<file path="src/rtl/demux_1x4_stream_pkg.sv">
// Shared types and constants for the 1-to-4 stream demultiplexer.
// Imported by the interface, the slot and the top.
package demux_pkg;
  localparam int N_CH  = 4;
  localparam int SEL_W = 2;

  typedef enum logic {
    SLOT_EMPTY = 1'b0,
    SLOT_FULL  = 1'b1
  } slot_state_t;
endpackage

</file>
<file path="src/rtl/demux_1x4_stream_if.sv">
// Bundle of the input stream and the four output channels.
// slave: the demux side; master: the upstream/downstream side.
interface demux_1x4_stream_if
  import demux_pkg::*;
#(
  parameter int DATA_W = 8,
  parameter int CNT_W  = 8
) ();
  logic [DATA_W-1:0] in_data;
  logic [SEL_W-1:0]  in_sel;
  logic              in_valid;
  logic              in_ready;

  logic [DATA_W-1:0] out_data0;
  logic [DATA_W-1:0] out_data1;
  logic [DATA_W-1:0] out_data2;
  logic [DATA_W-1:0] out_data3;
  logic              out_valid0;
  logic              out_valid1;
  logic              out_valid2;
  logic              out_valid3;
  logic              out_ready0;
  logic              out_ready1;
  logic              out_ready2;
  logic              out_ready3;
  logic [CNT_W-1:0]  cnt0;
  logic [CNT_W-1:0]  cnt1;
  logic [CNT_W-1:0]  cnt2;
  logic [CNT_W-1:0]  cnt3;

  modport slave (
    input  in_data, in_sel, in_valid,
    output in_ready,
    output out_data0, out_data1, out_data2, out_data3,
    output out_valid0, out_valid1, out_valid2, out_valid3,
    input  out_ready0, out_ready1, out_ready2, out_ready3,
    output cnt0, cnt1, cnt2, cnt3
  );

  modport master (
    output in_data, in_sel, in_valid,
    input  in_ready,
    input  out_data0, out_data1, out_data2, out_data3,
    input  out_valid0, out_valid1, out_valid2, out_valid3,
    output out_ready0, out_ready1, out_ready2, out_ready3,
    input  cnt0, cnt1, cnt2, cnt3
  );
endinterface

</file>
<file path="src/rtl/demux_1x4_stream_slot.sv">
// One output channel: single-entry holding slot, EMPTY/FULL FSM
// and a saturating delivery counter.
module demux_slot
  import demux_pkg::*;
#(
  parameter int DATA_W = 8,
  parameter int CNT_W  = 8
) (
  input  logic              clk,
  input  logic              rst_n,
  input  logic              load,
  input  logic [DATA_W-1:0] load_data,
  output logic [DATA_W-1:0] out_data,
  output logic              out_valid,
  input  logic              out_ready,
  output logic [CNT_W-1:0]  cnt,
  output logic              can_load
);
  slot_state_t state;
  slot_state_t state_nxt;
  logic        xfer;

  assign out_valid = (state == SLOT_FULL);
  assign xfer      = out_valid && out_ready;
  assign can_load  = !out_valid || out_ready;

  always_ff @(posedge clk or negedge rst_n) begin
    if (!rst_n) begin
      state <= SLOT_EMPTY;
    end else begin
      state <= state_nxt;
    end
  end

  // A load in the same cycle as a drain keeps the slot full.
  always_comb begin
    state_nxt = state;
    unique case (state)
      SLOT_EMPTY: if (load) state_nxt = SLOT_FULL;
      SLOT_FULL:  if (xfer && !load) state_nxt = SLOT_EMPTY;
    endcase
  end

  always_ff @(posedge clk or negedge rst_n) begin
    if (!rst_n) begin
      out_data <= '0;
    end else if (load) begin
      out_data <= load_data;
    end
  end

  always_ff @(posedge clk or negedge rst_n) begin
    if (!rst_n) begin
      cnt <= '0;
    end else if (xfer && (cnt != '1)) begin
      cnt <= cnt + 1'b1;
    end
  end
endmodule

</file>
<file path="src/rtl/demux_1x4_stream.sv">
// Registered 1-to-4 stream demux: routes each input word by
// in_sel into one of four independently drained holding slots.
module demux_1x4_stream
  import demux_pkg::*;
#(
  parameter int DATA_W = 8,
  parameter int CNT_W  = 8
) (
  input logic               clk,
  input logic               rst_n,
  demux_1x4_stream_if.slave bus
);
  logic [N_CH-1:0]   load;
  logic [N_CH-1:0]   can_load;
  logic [N_CH-1:0]   ready;
  logic [N_CH-1:0]   valid;
  logic [DATA_W-1:0] data [N_CH];
  logic [CNT_W-1:0]  cnt  [N_CH];

  assign ready = {bus.out_ready3, bus.out_ready2,
                  bus.out_ready1, bus.out_ready0};

  // Depends only on the selected slot, never on in_valid.
  assign bus.in_ready = can_load[bus.in_sel];

  always_comb begin
    load = '0;
    if (bus.in_valid && bus.in_ready) begin
      unique case (1'b1)
        bus.in_sel == 2'd0: load[0] = 1'b1;
        bus.in_sel == 2'd1: load[1] = 1'b1;
        bus.in_sel == 2'd2: load[2] = 1'b1;
        bus.in_sel == 2'd3: load[3] = 1'b1;
      endcase
    end
  end

  for (genvar i = 0; i < N_CH; i++) begin : g_slot
    demux_slot #(
      .DATA_W (DATA_W),
      .CNT_W  (CNT_W)
    ) u_slot (
      .clk       (clk),
      .rst_n     (rst_n),
      .load      (load[i]),
      .load_data (bus.in_data),
      .out_data  (data[i]),
      .out_valid (valid[i]),
      .out_ready (ready[i]),
      .cnt       (cnt[i]),
      .can_load  (can_load[i])
    );
  end

  assign bus.out_data0  = data[0];
  assign bus.out_data1  = data[1];
  assign bus.out_data2  = data[2];
  assign bus.out_data3  = data[3];
  assign bus.out_valid0 = valid[0];
  assign bus.out_valid1 = valid[1];
  assign bus.out_valid2 = valid[2];
  assign bus.out_valid3 = valid[3];
  assign bus.cnt0       = cnt[0];
  assign bus.cnt1       = cnt[1];
  assign bus.cnt2       = cnt[2];
  assign bus.cnt3       = cnt[3];
endmodule

</file>
<file path="src/flat_wrapper.sv">
// flat-port wrapper written by rule: the top's interface ports become plain ports
module demux_1x4_stream_flat import demux_pkg::*;
#(
  parameter int DATA_W = 8,
  parameter int CNT_W  = 8
)
  (clk, rst_n, bus_in_data, bus_in_sel, bus_in_valid, bus_in_ready, bus_out_data0, bus_out_data1, bus_out_data2, bus_out_data3, bus_out_valid0, bus_out_valid1, bus_out_valid2, bus_out_valid3, bus_out_ready0, bus_out_ready1, bus_out_ready2, bus_out_ready3, bus_cnt0, bus_cnt1, bus_cnt2, bus_cnt3);
  demux_1x4_stream_if #(.DATA_W(DATA_W), .CNT_W(CNT_W)) bus_i ();
  input logic clk;
  input logic rst_n;
  input wire logic [$bits(bus_i.in_data)-1:0] bus_in_data;
  input wire logic [$bits(bus_i.in_sel)-1:0] bus_in_sel;
  input wire logic [$bits(bus_i.in_valid)-1:0] bus_in_valid;
  output wire logic [$bits(bus_i.in_ready)-1:0] bus_in_ready;
  output wire logic [$bits(bus_i.out_data0)-1:0] bus_out_data0;
  output wire logic [$bits(bus_i.out_data1)-1:0] bus_out_data1;
  output wire logic [$bits(bus_i.out_data2)-1:0] bus_out_data2;
  output wire logic [$bits(bus_i.out_data3)-1:0] bus_out_data3;
  output wire logic [$bits(bus_i.out_valid0)-1:0] bus_out_valid0;
  output wire logic [$bits(bus_i.out_valid1)-1:0] bus_out_valid1;
  output wire logic [$bits(bus_i.out_valid2)-1:0] bus_out_valid2;
  output wire logic [$bits(bus_i.out_valid3)-1:0] bus_out_valid3;
  input wire logic [$bits(bus_i.out_ready0)-1:0] bus_out_ready0;
  input wire logic [$bits(bus_i.out_ready1)-1:0] bus_out_ready1;
  input wire logic [$bits(bus_i.out_ready2)-1:0] bus_out_ready2;
  input wire logic [$bits(bus_i.out_ready3)-1:0] bus_out_ready3;
  output wire logic [$bits(bus_i.cnt0)-1:0] bus_cnt0;
  output wire logic [$bits(bus_i.cnt1)-1:0] bus_cnt1;
  output wire logic [$bits(bus_i.cnt2)-1:0] bus_cnt2;
  output wire logic [$bits(bus_i.cnt3)-1:0] bus_cnt3;
  assign bus_i.in_data = bus_in_data;
  assign bus_i.in_sel = bus_in_sel;
  assign bus_i.in_valid = bus_in_valid;
  assign bus_in_ready = bus_i.in_ready;
  assign bus_out_data0 = bus_i.out_data0;
  assign bus_out_data1 = bus_i.out_data1;
  assign bus_out_data2 = bus_i.out_data2;
  assign bus_out_data3 = bus_i.out_data3;
  assign bus_out_valid0 = bus_i.out_valid0;
  assign bus_out_valid1 = bus_i.out_valid1;
  assign bus_out_valid2 = bus_i.out_valid2;
  assign bus_out_valid3 = bus_i.out_valid3;
  assign bus_i.out_ready0 = bus_out_ready0;
  assign bus_i.out_ready1 = bus_out_ready1;
  assign bus_i.out_ready2 = bus_out_ready2;
  assign bus_i.out_ready3 = bus_out_ready3;
  assign bus_cnt0 = bus_i.cnt0;
  assign bus_cnt1 = bus_i.cnt1;
  assign bus_cnt2 = bus_i.cnt2;
  assign bus_cnt3 = bus_i.cnt3;
  demux_1x4_stream #(.DATA_W(DATA_W), .CNT_W(CNT_W)) u_core (.clk(clk), .rst_n(rst_n), .bus(bus_i));
endmodule
</file>
<file path="config.mk">
export PLATFORM = sky130hd
export DESIGN_NAME = demux_1x4_stream_flat
export DESIGN_NICKNAME = d
export VERILOG_FILES = /design/src/rtl/demux_1x4_stream_pkg.sv /design/src/rtl/demux_1x4_stream_if.sv /design/src/rtl/demux_1x4_stream_slot.sv /design/src/rtl/demux_1x4_stream.sv /design/src/flat_wrapper.sv
export SDC_FILE = /design/constraint.sdc
export NUM_CORES = 1
export LEC_CHECK = 0
export ABC_AREA = 1
export CORE_MARGIN = 1.5
export CORE_UTILIZATION = 30
export CTS_BUF_LIST = sky130_fd_sc_hd__clkbuf_16
export DETAILED_ROUTE_END_ITERATION = 7
export GPL_TIMING_DRIVEN = 0
export RECOVER_POWER = 100
export SYNTH_ARGS = -nofsm -noshare
export SYNTH_HDL_FRONTEND = slang
export SYNTH_SLANG_ARGS = --single-unit
</file>
<file path="constraint.sdc">
create_clock -name clk -period 4.38 [get_ports clk]
set_clock_uncertainty 0.15 [all_clocks]
set_input_delay 0.657 -clock clk [delete_from_list [all_inputs] [get_ports clk]]
set_output_delay 0.657 -clock clk [all_outputs]
set_load 0.01 [all_outputs]
</file>
; Word level (Yosys, flattened, before mapping)
; Cells that the tools add are included.
[op_classes]
magnitude_cmp = 1
muxes = 19
n_reduce_logical = 26
bitwise = 4
n_addsub = 4
eq_ne = 7
[op_table]
columns = op, n
row1 = "8-bit by 1-bit adder with 8-bit output, second input constant", 4
row2 = "8-bit inequality test, second input constant", 4
row3 = 1-bit logical AND, 13
row4 = 1-bit two-way mux, 13
row5 = 1-bit logical NOT, 8
row6 = 1-bit one-hot mux with 2 select lines, 4
row7 = "2-bit == test, second input constant", 2
row8 = 1-bit logical OR, 4
row9 = 4-bit two-way mux, 1
row10 = 1-bit inverter, 4
row11 = "2-bit by 3-bit < comparator with 1-bit output, second input constant", 1
row12 = 1-bit binary-select mux with 2-bit select, 1
row13 = "2-bit by 1-bit == test with 1-bit output, second input constant", 1
row14 = 2-bit logical NOT, 1
[totals]
regBits = 68
out_inout_bits = 69
word_cells = 73
in_bits = 17

; Depth between registers and ports, before layout
[logic_depth]
word_depth = 10
mapped_depth = 8
ltp_nobuf = 8

; By module
; From an unflattened synthesis, not the netlist that was laid out.
[hier_totals]
cells_unflattened = 436
hier_area_um2 = 3395.8
[modules_own_cells]
columns = mod, area_per_inst_um2, seq_area_each_um2, cells_per_inst, instances
row1 = demux_slot, 825.8, 425.4, 104, 4
row2 = demux_1x4_stream, 92.6, 0.0, 20, 1

; Worst setup path before layout
; No wires, ideal clock.
[synth_timing]
kind = input -> output
from = input bus_in_sel[0]
to = output bus_in_ready
arrival_ns = 1.362
cell_stages = 6
path_buffers = 1
t_required_ns = 3.573
path_slack_ns = 2.211
path_cell_list = inv_1 nor2_2 nand2_1 nand2_1 nor2_4 clkbuf_8
[synth_via]
elab_chain_cells = 2
[synth_lines]
columns = element, line_no
row1 = start: declaration, flat_wrapper.sv:12  ; input wire logic [$bits(bus_i.in_sel)-1:0] bus_in_sel;
row2 = 1-bit binary-select mux with 2-bit select, demux_1x4_stream.sv:24  ; assign bus.in_ready = can_load[bus.in_sel];
row3 = 1-bit two-way mux (implied by the code), demux_1x4_stream.sv:24
row4 = end: declaration, flat_wrapper.sv:14  ; output wire logic [$bits(bus_i.in_ready)-1:0] bus_in_ready;
; Every way passes these cells. The select of a mux whose other input is x is not followed.

; Final worst setup path
[layout_timing]
from = input bus_in_sel[1]
to = output bus_in_ready
; The elaborated chain is that of the path after synthesis.

==> reports/metrics.csv <==
metric,value,unit
Relative slew margins,-14.6,%
Worst Reg2Reg Path Length in Cells,4,
CTS-repair resized insts,0,
#FFs+latches synth,68,
Mapped Area,3240,µm²
setup bufs post-CTS,0,
RSZ-0062 raised after global routing,no,
worst ir drop on vdd,0.251,mV
status,"complete, but fails checks",
sequential area share after synthesis,52.5,%
most frequent cells in the layout,"nand2_1 (162), dlygate4sd3_1 (71), dfrtp_1 (68)",
drt wl/cell,13.3,µm
Required @ worst endpoint,3.57,ns
syn avg cell area,8.50,µm²
first-pass GRT wire length,13500,µm
DP HPWL,5910,µm
TNS Setup,0,ns
final WL,8240,µm
Hold Slack,0.312,ns
Mapped Nets,402,
Synth top area share,52.5,%
Die X,107,µm
Post-route DRC,0,
Ys Warns,0,
worst skew pair latency,0.33,ns
"most common cell after layout, fill and taps aside",nand2_1,
HP Start,u_core.g_slot[1].u_slot.out_data[5],
CORE AREA,10400,µm²
Crit Path Max Fanout,10,
Ports,86,
Die ar.,11400,µm²
gpl congestion,0.822,
Setup-failing EPs final,0,
IO buf count,84,
antenna violations before repair,0,
Worst Hold End,u_core.g_slot[1].u_slot.out_data[5],
"Reg clk slew, reported paths",0.06,ns
Synth area leaders,"dfrtp_1 (53%), nand2_1 (19%), nand4_1 (6.8%)",
Hold Crit Class,flop to flop,
Pleak,0.00226,µW
Critical Path Source Type,input port,
final core occ,43.5,%
via count,2894,
crit path kind,input port to output pin,
share of layout cells above drive strength 1,5.20,%
ANT nets after route,0,
number of diodes,0,
Initial DRT Pass Iterations,5,
largest net degree at the start of global routing,69,
total gr overflow,0,
fin cells,617,
CTS tree,done,
CTS H-Tree Depth,3,
maximum buffer depth of the clock tree,2,
post-synthesis cell type count,22,
Hold Path Depth,2,
initial core utilization,31.1,%
failing checks,"max-capacitance violations, max-slew violations",
Syn Inst Count,381,
critical path arrival,2.87,ns
dpl cells,601,
reg2reg start,u_core.g_slot[0].u_slot.cnt[0],
Final Hold Viols,0,
Core Rows,37,
Num CTS Buffers,9,
chip height,107,µm
vias per cell,4.69,
cell taking the most area after synthesis,dfrtp_1,
fin crit share,83.9,%
pwr/cell area,504,nW/µm²
Starting DRT DRC Count,114,
Syn-to-layout area delta,39.8,%
r2r setup slk,2.33,ns
Clock Tree Root,clkbuf_16,
vias in the first global route,2728,
Tot Pwr,2280,µW
Max Freq,272,MHz
clock sinks,68,
Crit. End Element,output pin,
Post-CTS Hold Fix Bufs,0,
Tightest Pin Transition,1.72,ns
layout net count,497,
max cap viols,1,
R2R Path End,u_core.g_slot[0].u_slot.cnt[2],
GRT Total Usage,15.2,%
fin. max-slew vios,69,
fin crit period,3.67,ns
[cells by family (layout without fill, tap and decap cells)]
kind of cell	after synthesis	in the layout	share of synthesized area, %
simple gates	237	237	32.3
fa+ha+maj	4	4	1.55
flops	68	68	52.5
buf+inv	34	134	5.02
xor+xnor	21	21	5.68
compound gates	17	17	2.90
[through the flow]
stage	setup WS, ns	cell area, µm²
6_report	0.706	4530
5_1_grt	0.515	4530
4_1_cts	0.967	4570
3_5_place_dp	0.966	4250
3_3_place_gp	0.0378	4250
2_1_floorplan	2.21	3240
[routing by layer]
| layer | part of all wire, % | GRT usage, % | routed length, µm |
|---|---|---|---|
| met5 | 0 | 0 | 0 |
| met4 | 1.7 | 5.90 | 141 |
| met1 | 48 | 20.5 | 3950 |
| met2 | 45 | 23.9 | 3690 |
| met3 | 5.5 | 3.04 | 451 |
[worst max-delay path: stages]
cell and delay [ns]:
dlygate4sd3_1 0.63, inv_1 0.06, nor2_1 0.44, nand2_1 0.11
nand2_1 0.12, nor2_4 0.08, clkbuf_8 0.16, dlygate4sd3_1 0.61
[Yosys cell counts]
cell / number
a21oi_1: 1
a31oi_1: 1
buf_2: 4
clkbuf_1: 1
clkbuf_8: 3
dfrtp_1: 68
ha_1: 4
inv_1: 25
inv_2: 1
nand2_1: 162
nand3_1: 16
nand3_2: 4
nand3b_1: 2
nand4_1: 35
nor2_1: 12
nor2_2: 3
nor2_4: 1
nor3_1: 2
o21ai_0: 14
o31ai_2: 1
xnor2_1: 15
xor2_1: 6
[registers in the layout (all words and copies together) (netlist names)]
name                            count
u_core.g_slot.u_slot.cnt           32
u_core.g_slot.u_slot.out_data      32
u_core.g_slot.u_slot.out_valid      4
[layout make-up]
| type | count | area [µm²] |
|---|---|---|
| Sequential cell | 68 | 1700 |
| Clock buffer | 9 | 225 |
| Multi-Input combinational cell | 279 | 1350 |
| Fill cell | 1057 | 5890 |
| Buffer | 8 | 53.8 |
| Timing Repair Buffer | 84 | 836 |
| Clock inverter | 7 | 97.6 |
| Inverter | 26 | 97.6 |
| Tap cell | 136 | 170 |
[power breakdown]
group / internal, µW / switching, µW
Sequential: 766 / 125
Combinational: 310 / 296
Clock: 501 / 284
[how the worst max path moves through the flow]
stage,cells after the start,slack (ns),from,end
finish,8,0.71,bus_in_sel[1],bus_in_ready
global route,8,0.52,bus_in_sel[1],bus_in_ready
CTS,7,0.97,bus_in_sel[1],bus_in_ready
detailed placement,7,0.97,bus_in_sel[1],bus_in_ready
global placement,1,0.04,rst_n,u_core.g_slot[3].u_slot.out_data[1]
floorplan,6,2.21,bus_in_sel[0],bus_in_ready
No activity file was read; power rests on OpenSTA's default activity.
